## config.mk

```make
export PLATFORM = sky130hd
export DESIGN_NAME = free_list_ckpt
export DESIGN_NICKNAME = d
export VERILOG_FILES = /design/src/rtl/fl_pkg.sv /design/src/rtl/fl_ckpt_regs.sv /design/src/rtl/free_list_ckpt.sv
export SDC_FILE = /design/constraint.sdc
export NUM_CORES = 1
export LEC_CHECK = 0
export ABC_AREA = 1
export CAP_MARGIN = 20
export CORE_MARGIN = 2
export CORE_UTILIZATION = 52
export CTS_CLUSTER_DIAMETER = 50
export DETAILED_ROUTE_END_ITERATION = 8
export MAX_ROUTING_LAYER = met4
export PLACE_DENSITY_LB_ADDON = 0.15
export SLEW_MARGIN = 30
export SYNTH_ARGS = -nofsm -noshare
export SYNTH_HDL_FRONTEND = slang
export SYNTH_SLANG_ARGS = --single-unit
export TNS_END_PERCENT = 5
```

## constraint.sdc

```tcl
create_clock -name clock -period 6 [get_ports clock]
set_input_delay 1.5 -clock clock [delete_from_list [all_inputs] [get_ports clock]]
set_output_delay 1.5 -clock clock [all_outputs]
set_load 0.02 [all_outputs]
```

## src/rtl/fl_pkg.sv

```systemverilog
// Shared configuration and types for the checkpointed physical-register free list.
// Widths are derived here so every consumer agrees on pointer and tag sizes.
package fl_pkg;
    localparam int N_PREG = 64;
    localparam int N_ARCH = 32;
    localparam int N_WAY  = 2;
    localparam int N_CKPT = 4;

    localparam int PREG_W = $clog2(N_PREG);
    localparam int N_FREE = N_PREG - N_ARCH;
    localparam int IDX_W  = $clog2(N_FREE);
    localparam int PTR_W  = IDX_W + 1;
    localparam int NUM_W  = $clog2(N_WAY) + 1;
    localparam int CKID_W = $clog2(N_CKPT);

    typedef logic [PREG_W-1:0] preg_t;
    typedef logic [PTR_W-1:0]  fl_ptr_t;

    localparam preg_t ZERO_PR = '0;
endpackage

```

## src/rtl/fl_ckpt_regs.sv

```systemverilog
// Branch checkpoint slots: one write port for checkpoint capture, one
// combinational read port for mispredict recovery (reads see the pre-edge value).
module fl_ckpt_regs #(
    parameter int SLOTS = 4,
    parameter int W     = 6
) (
    input  logic                     clock,
    input  logic                     reset,
    input  logic                     take,
    input  logic [$clog2(SLOTS)-1:0] take_id,
    input  logic [W-1:0]             take_ptr,
    input  logic [$clog2(SLOTS)-1:0] rd_id,
    output logic [W-1:0]             rd_ptr
);
    logic [W-1:0] slot [SLOTS];

    assign rd_ptr = slot[rd_id];

    always_ff @(posedge clock) begin
        if (reset) begin
            for (int i = 0; i < SLOTS; i++) begin
                slot[i] <= '0;
            end
        end else if (take) begin
            slot[take_id] <= take_ptr;
        end
    end
endmodule

```

## src/rtl/free_list_ckpt.sv

```systemverilog
// Circular-FIFO free list of physical registers for rename, with head-pointer
// checkpoints for branch recovery and a full flush for exceptions.
module free_list_ckpt
    import fl_pkg::*;
(
    input  logic                   clock,
    input  logic                   reset,
    input  logic [NUM_W-1:0]       alloc_num,
    output logic                   alloc_gnt,
    output preg_t [N_WAY-1:0]      alloc_tag,
    output logic [NUM_W-1:0]       free_num,
    output logic [PTR_W-1:0]       free_count,
    input  logic [N_WAY-1:0]       rel_valid,
    input  preg_t [N_WAY-1:0]      rel_tag,
    input  logic                   ckpt_take,
    input  logic [CKID_W-1:0]      ckpt_id,
    input  logic                   restore,
    input  logic [CKID_W-1:0]      restore_id,
    input  logic                   flush,
    output logic                   ovf_err
);
    preg_t                        mem [N_FREE];
    fl_ptr_t                      head, tail;
    fl_ptr_t                      head_next, tail_next;
    fl_ptr_t                      ckpt_ptr, space, rel_cnt;
    logic [N_WAY-1:0]             wr_en;
    logic [N_WAY-1:0][IDX_W-1:0]  wr_idx;
    logic                         ovf_now;

    // Handshake: alloc_num is the request and alloc_gnt the all-or-nothing grant;
    // head advances by alloc_num only on a granted cycle, otherwise nothing is consumed.
    assign free_count = tail - head;
    assign alloc_gnt  = (PTR_W'(alloc_num) <= free_count) && !restore && !flush;
    assign free_num   = (free_count >= PTR_W'(N_WAY)) ? NUM_W'(N_WAY) : free_count[NUM_W-1:0];

    always_comb begin
        for (int k = 0; k < N_WAY; k++) begin
            alloc_tag[k] = (k < int'(alloc_num)) ? mem[IDX_W'(head + fl_ptr_t'(k))] : ZERO_PR;
        end
    end

    // Releases are packed at tail in lane order; anything past a full list is dropped.
    always_comb begin
        rel_cnt = '0;
        ovf_now = 1'b0;
        wr_en   = '0;
        wr_idx  = '0;
        space   = fl_ptr_t'(N_FREE) - free_count;
        for (int k = 0; k < N_WAY; k++) begin
            if (rel_valid[k] && (rel_tag[k] != ZERO_PR)) begin
                if (rel_cnt < space) begin
                    wr_en[k]  = 1'b1;
                    wr_idx[k] = IDX_W'(tail + rel_cnt);
                    rel_cnt   = rel_cnt + fl_ptr_t'(1);
                end else begin
                    ovf_now = 1'b1;
                end
            end
        end
        tail_next = tail + rel_cnt;
    end

    always_comb begin
        head_next = head;
        if (flush) begin
            head_next = tail_next - fl_ptr_t'(N_FREE);
        end else if (restore) begin
            head_next = ckpt_ptr;
        end else if (alloc_gnt) begin
            head_next = head + fl_ptr_t'(alloc_num);
        end
    end

    fl_ckpt_regs #(
        .SLOTS (N_CKPT),
        .W     (PTR_W)
    ) u_ckpt (
        .clock    (clock),
        .reset    (reset),
        .take     (ckpt_take && !flush),
        .take_id  (ckpt_id),
        .take_ptr (head_next),
        .rd_id    (restore_id),
        .rd_ptr   (ckpt_ptr)
    );

    always_ff @(posedge clock) begin
        if (reset) begin
            head    <= '0;
            tail    <= fl_ptr_t'(N_FREE);
            ovf_err <= 1'b0;
            for (int i = 0; i < N_FREE; i++) begin
                mem[i] <= preg_t'(N_ARCH + i);
            end
        end else begin
            head <= head_next;
            tail <= tail_next;
            if (ovf_now) begin
                ovf_err <= 1'b1;
            end
            for (int k = 0; k < N_WAY; k++) begin
                if (wr_en[k]) begin
                    mem[wr_idx[k]] <= rel_tag[k];
                end
            end
        end
    end
endmodule

```

==> flow_summary.yaml <==
place:
  io_buffers: 46
  detailed_place_hpwl_um: 37610
  dp_slack_ns: 0.5377
  dpl_cell_area_mm2: 0.01638
  gp_congestion: 0.9462
  dp_cells: 2484
final_layout:
  fin_cells: 2541
  drive_gt1_frac: 0.06369
  diodes: 0
  fin_area_mm2: 0.01739
  nNetsFinal: 2173
  syn_to_final_growth_pct: 11.84
die:
  die_h_um: 176.9
  initial_core_util: 0.5261
  coreArea_mm2: 0.02956
  num_rows: 63
  pin_count: 47
  die_area_mm2: 0.03131
  die_w_um: 176.9
timing:
  rsz0062_at_grt: "no"
  setup_viol: 0
  tightest_slew_ns: 0.9096
  slew_violations: 0
  finalCritPeriodShare: 0.9547
  setup_tns_ns: 0
  layout_min_cycle_time_ns: 5.728
  setup_ws_ns: 0.2719
  hold_violations: 0
  clock_skew_ns: 0.01277
  slew_headroom: 0.3903
  timing.fmax_mhz: 174.6
power_and_ir_drop:
  ir_drop_mv: 0.2628
  p_per_area_mw_per_mm2: 344.1
  p_leak_uw: 0.006831
yosys:
  syn-instance-count: 2138
  yosys.cell_types.count: 41
  seq_area_frac_synth: 0.4338
  ys_ff_latch: 229
  ys.flop_type: "edfxtp_1"
  syn_avg_cell_area_um2: 7.274
  ys_warn_count: 0
  syn_area_mm2: 0.01555
  synth_edf_count: 216
  synth_nets: 2184
  async_flop_share: 0
cts:
  clock_path_buffers: 3
  cts_tree: "done"
  h-tree-depth: 1
  cts_hold_buf: 0
  insertion_delay_ns: 0.57
  clkTransAtPathRegs_ns: 0.06
  cts.sinks: 229
  cts_resized: 0
  root_buffer: "clkbuf_16"
  cts_inserted_buffers: 31
  post-cts-setup-buffers: 0
critical_path:
  arrival_ns: 4.23
  r2r_start: "tail[0]"
  cp.required_ns: 4.50
  cp_max_fo: 67
  end_kind: "output port"
  rr_endpoint: "mem[22][4]"
  criticalPathCategory: "reg -> out"
  critPathLaunch: "head[1]"
  rr_worst_depth: 22
  crit_path_end: "alloc_tag[9]"
  setup.worst_path.start_class: "flop"
  rrSetupSlack_ns: 0.65
detailed_routing:
  postRouteAntennaNets: 0
  finalWirelength_um: 56570
  drc_errors: 0
  num_vias: 15670
  dr.pass1.iters: 6
  vias_per_cell: 6.168
  wl_per_cell_um: 22.26
  drt_iter0_drc: 2336
status:
  status: "finished, final reports clean"
grt:
  grt_max_degree: 202
  overflow: 0
  grt_first_pass_wirelength_um: 84110
  first_global_vias: 14260
  antenna_found_initial: 0
  grt_usage: 0.3698
run:
  cap_violations: 0
worst_hold_path:
  hold_class: "reg -> reg"
## logic make-up (layout without fill, tap and decap cells)
logic type | count (synthesis) | count (layout) | synth area share
xor+xnor | 15 | 15 | 0.008448
flops | 229 | 229 | 0.4338
simple gates | 1002 | 1002 | 0.2706
fa+ha+maj | 21 | 21 | 0.01834
buf+inv | 331 | 344 | 0.08037
compound gates | 540 | 540 | 0.1885
## cell usage in the layout (no fill, tap or decap), drive strengths merged, types with 2 or more instances in the layout
cell           count
a41oi              5
edfxtp           216
clkdlybuf4s50     46
clkbuf            39
inv              203
xor2              13
a21oi            132
o221ai             3
a211oi             2
nor2             224
bufinv             2
nor3               4
nand3b             2
buf               40
nand2            535
fa                 3
o21ai            313
nand4             14
nand3            222
clkinvlp           2
xnor2              2
a31oi              7
o22ai             14
o211ai            60
dfxtp             13
clkinv            12
ha                18
## final cells by class
| cell class | instances | area (um^2) |
|---|---|---|
| fill | 2755 | 12170 |
| tap | 390 | 488.0 |
| sequential | 229 | 6754 |
| clock inverter | 18 | 187.7 |
| inverter | 201 | 757.0 |
| multi-input combinational | 1578 | 7571 |
| timing repair buffer | 86 | 810.8 |
| clock buffer | 39 | 825.8 |
## routing by layer
metal / up-vias / global-route usage / share of wire
li1: 7260 / - / -
met1: 7165 / 0.4877 / 0.39
met2: 1029 / 0.5616 / 0.44
met3: 218 / 0.05713 / 0.12
met4: 0 / 0.1732 / 0.055
met5: - / - / 0
## cell usage after synthesis (14+ instances only)
cell      instances  area, um^2
nand2_1         528        1982
o21ai_0         300        1501
nand3_1         219        1096
edfxtp_1        216        6486
nor2_1          209       784.5
inv_1           181       679.4
a21oi_1         132       660.6
clkbuf_1        105       394.1
o211ai_1         59       442.9
buf_1            19       71.32
ha_1             18       225.2
inv_2            14       52.55
nand4_1          14       87.58
o22ai_1          14       87.58
## per-stage QoR
step	power [uW]	util	hold WS, ns
after floorplan	3345	-	0.4900
after global placement	4081	0.5540	0.4612
after detailed placement	4117	0.5542	0.4774
after CTS	5925	0.5884	0.4977
after global routing	6218	0.5884	0.5132
final	5985	0.5884	0.4865
## registers in the layout, summed over array words and instances (netlist names)
name	cells
tail	6
ovf_err	1
mem	192
head	6
u_ckpt.slot	24
## how the worst min path moves through the flow
stage / to / startpoint / depth (start not counted) / slack [ns]
after floorplan: tail[5] / tail[5] / 2 / 0.49
after global placement: ovf_err / ovf_err / 2 / 0.46
after detailed placement: ovf_err / ovf_err / 2 / 0.48
after CTS: ovf_err / ovf_err / 2 / 0.50
after global routing: ovf_err / ovf_err / 2 / 0.51
final: ovf_err / ovf_err / 2 / 0.49
## critical path, stage by stage, from the launching register on
cell and delay, ns:
dfxtp_4 0.64, buf_4 0.67, nand3_1 0.17, xor2_1 0.19, inv_1 0.42, nand3_1 0.25, nand2_1 0.12, o21ai_0 0.18
a31oi_1 0.32, clkdlybuf4s50_1 0.66
## report_power, final
group          total (uW)  internal (uW)  switching, uW  leakage [uW]
Clock                1820           1080            746      0.000496
Combinational        2240            696           1550       0.00439
Sequential           1920           1840           80.9       0.00195
Note: power is estimated with default switching activity, not from simulation.
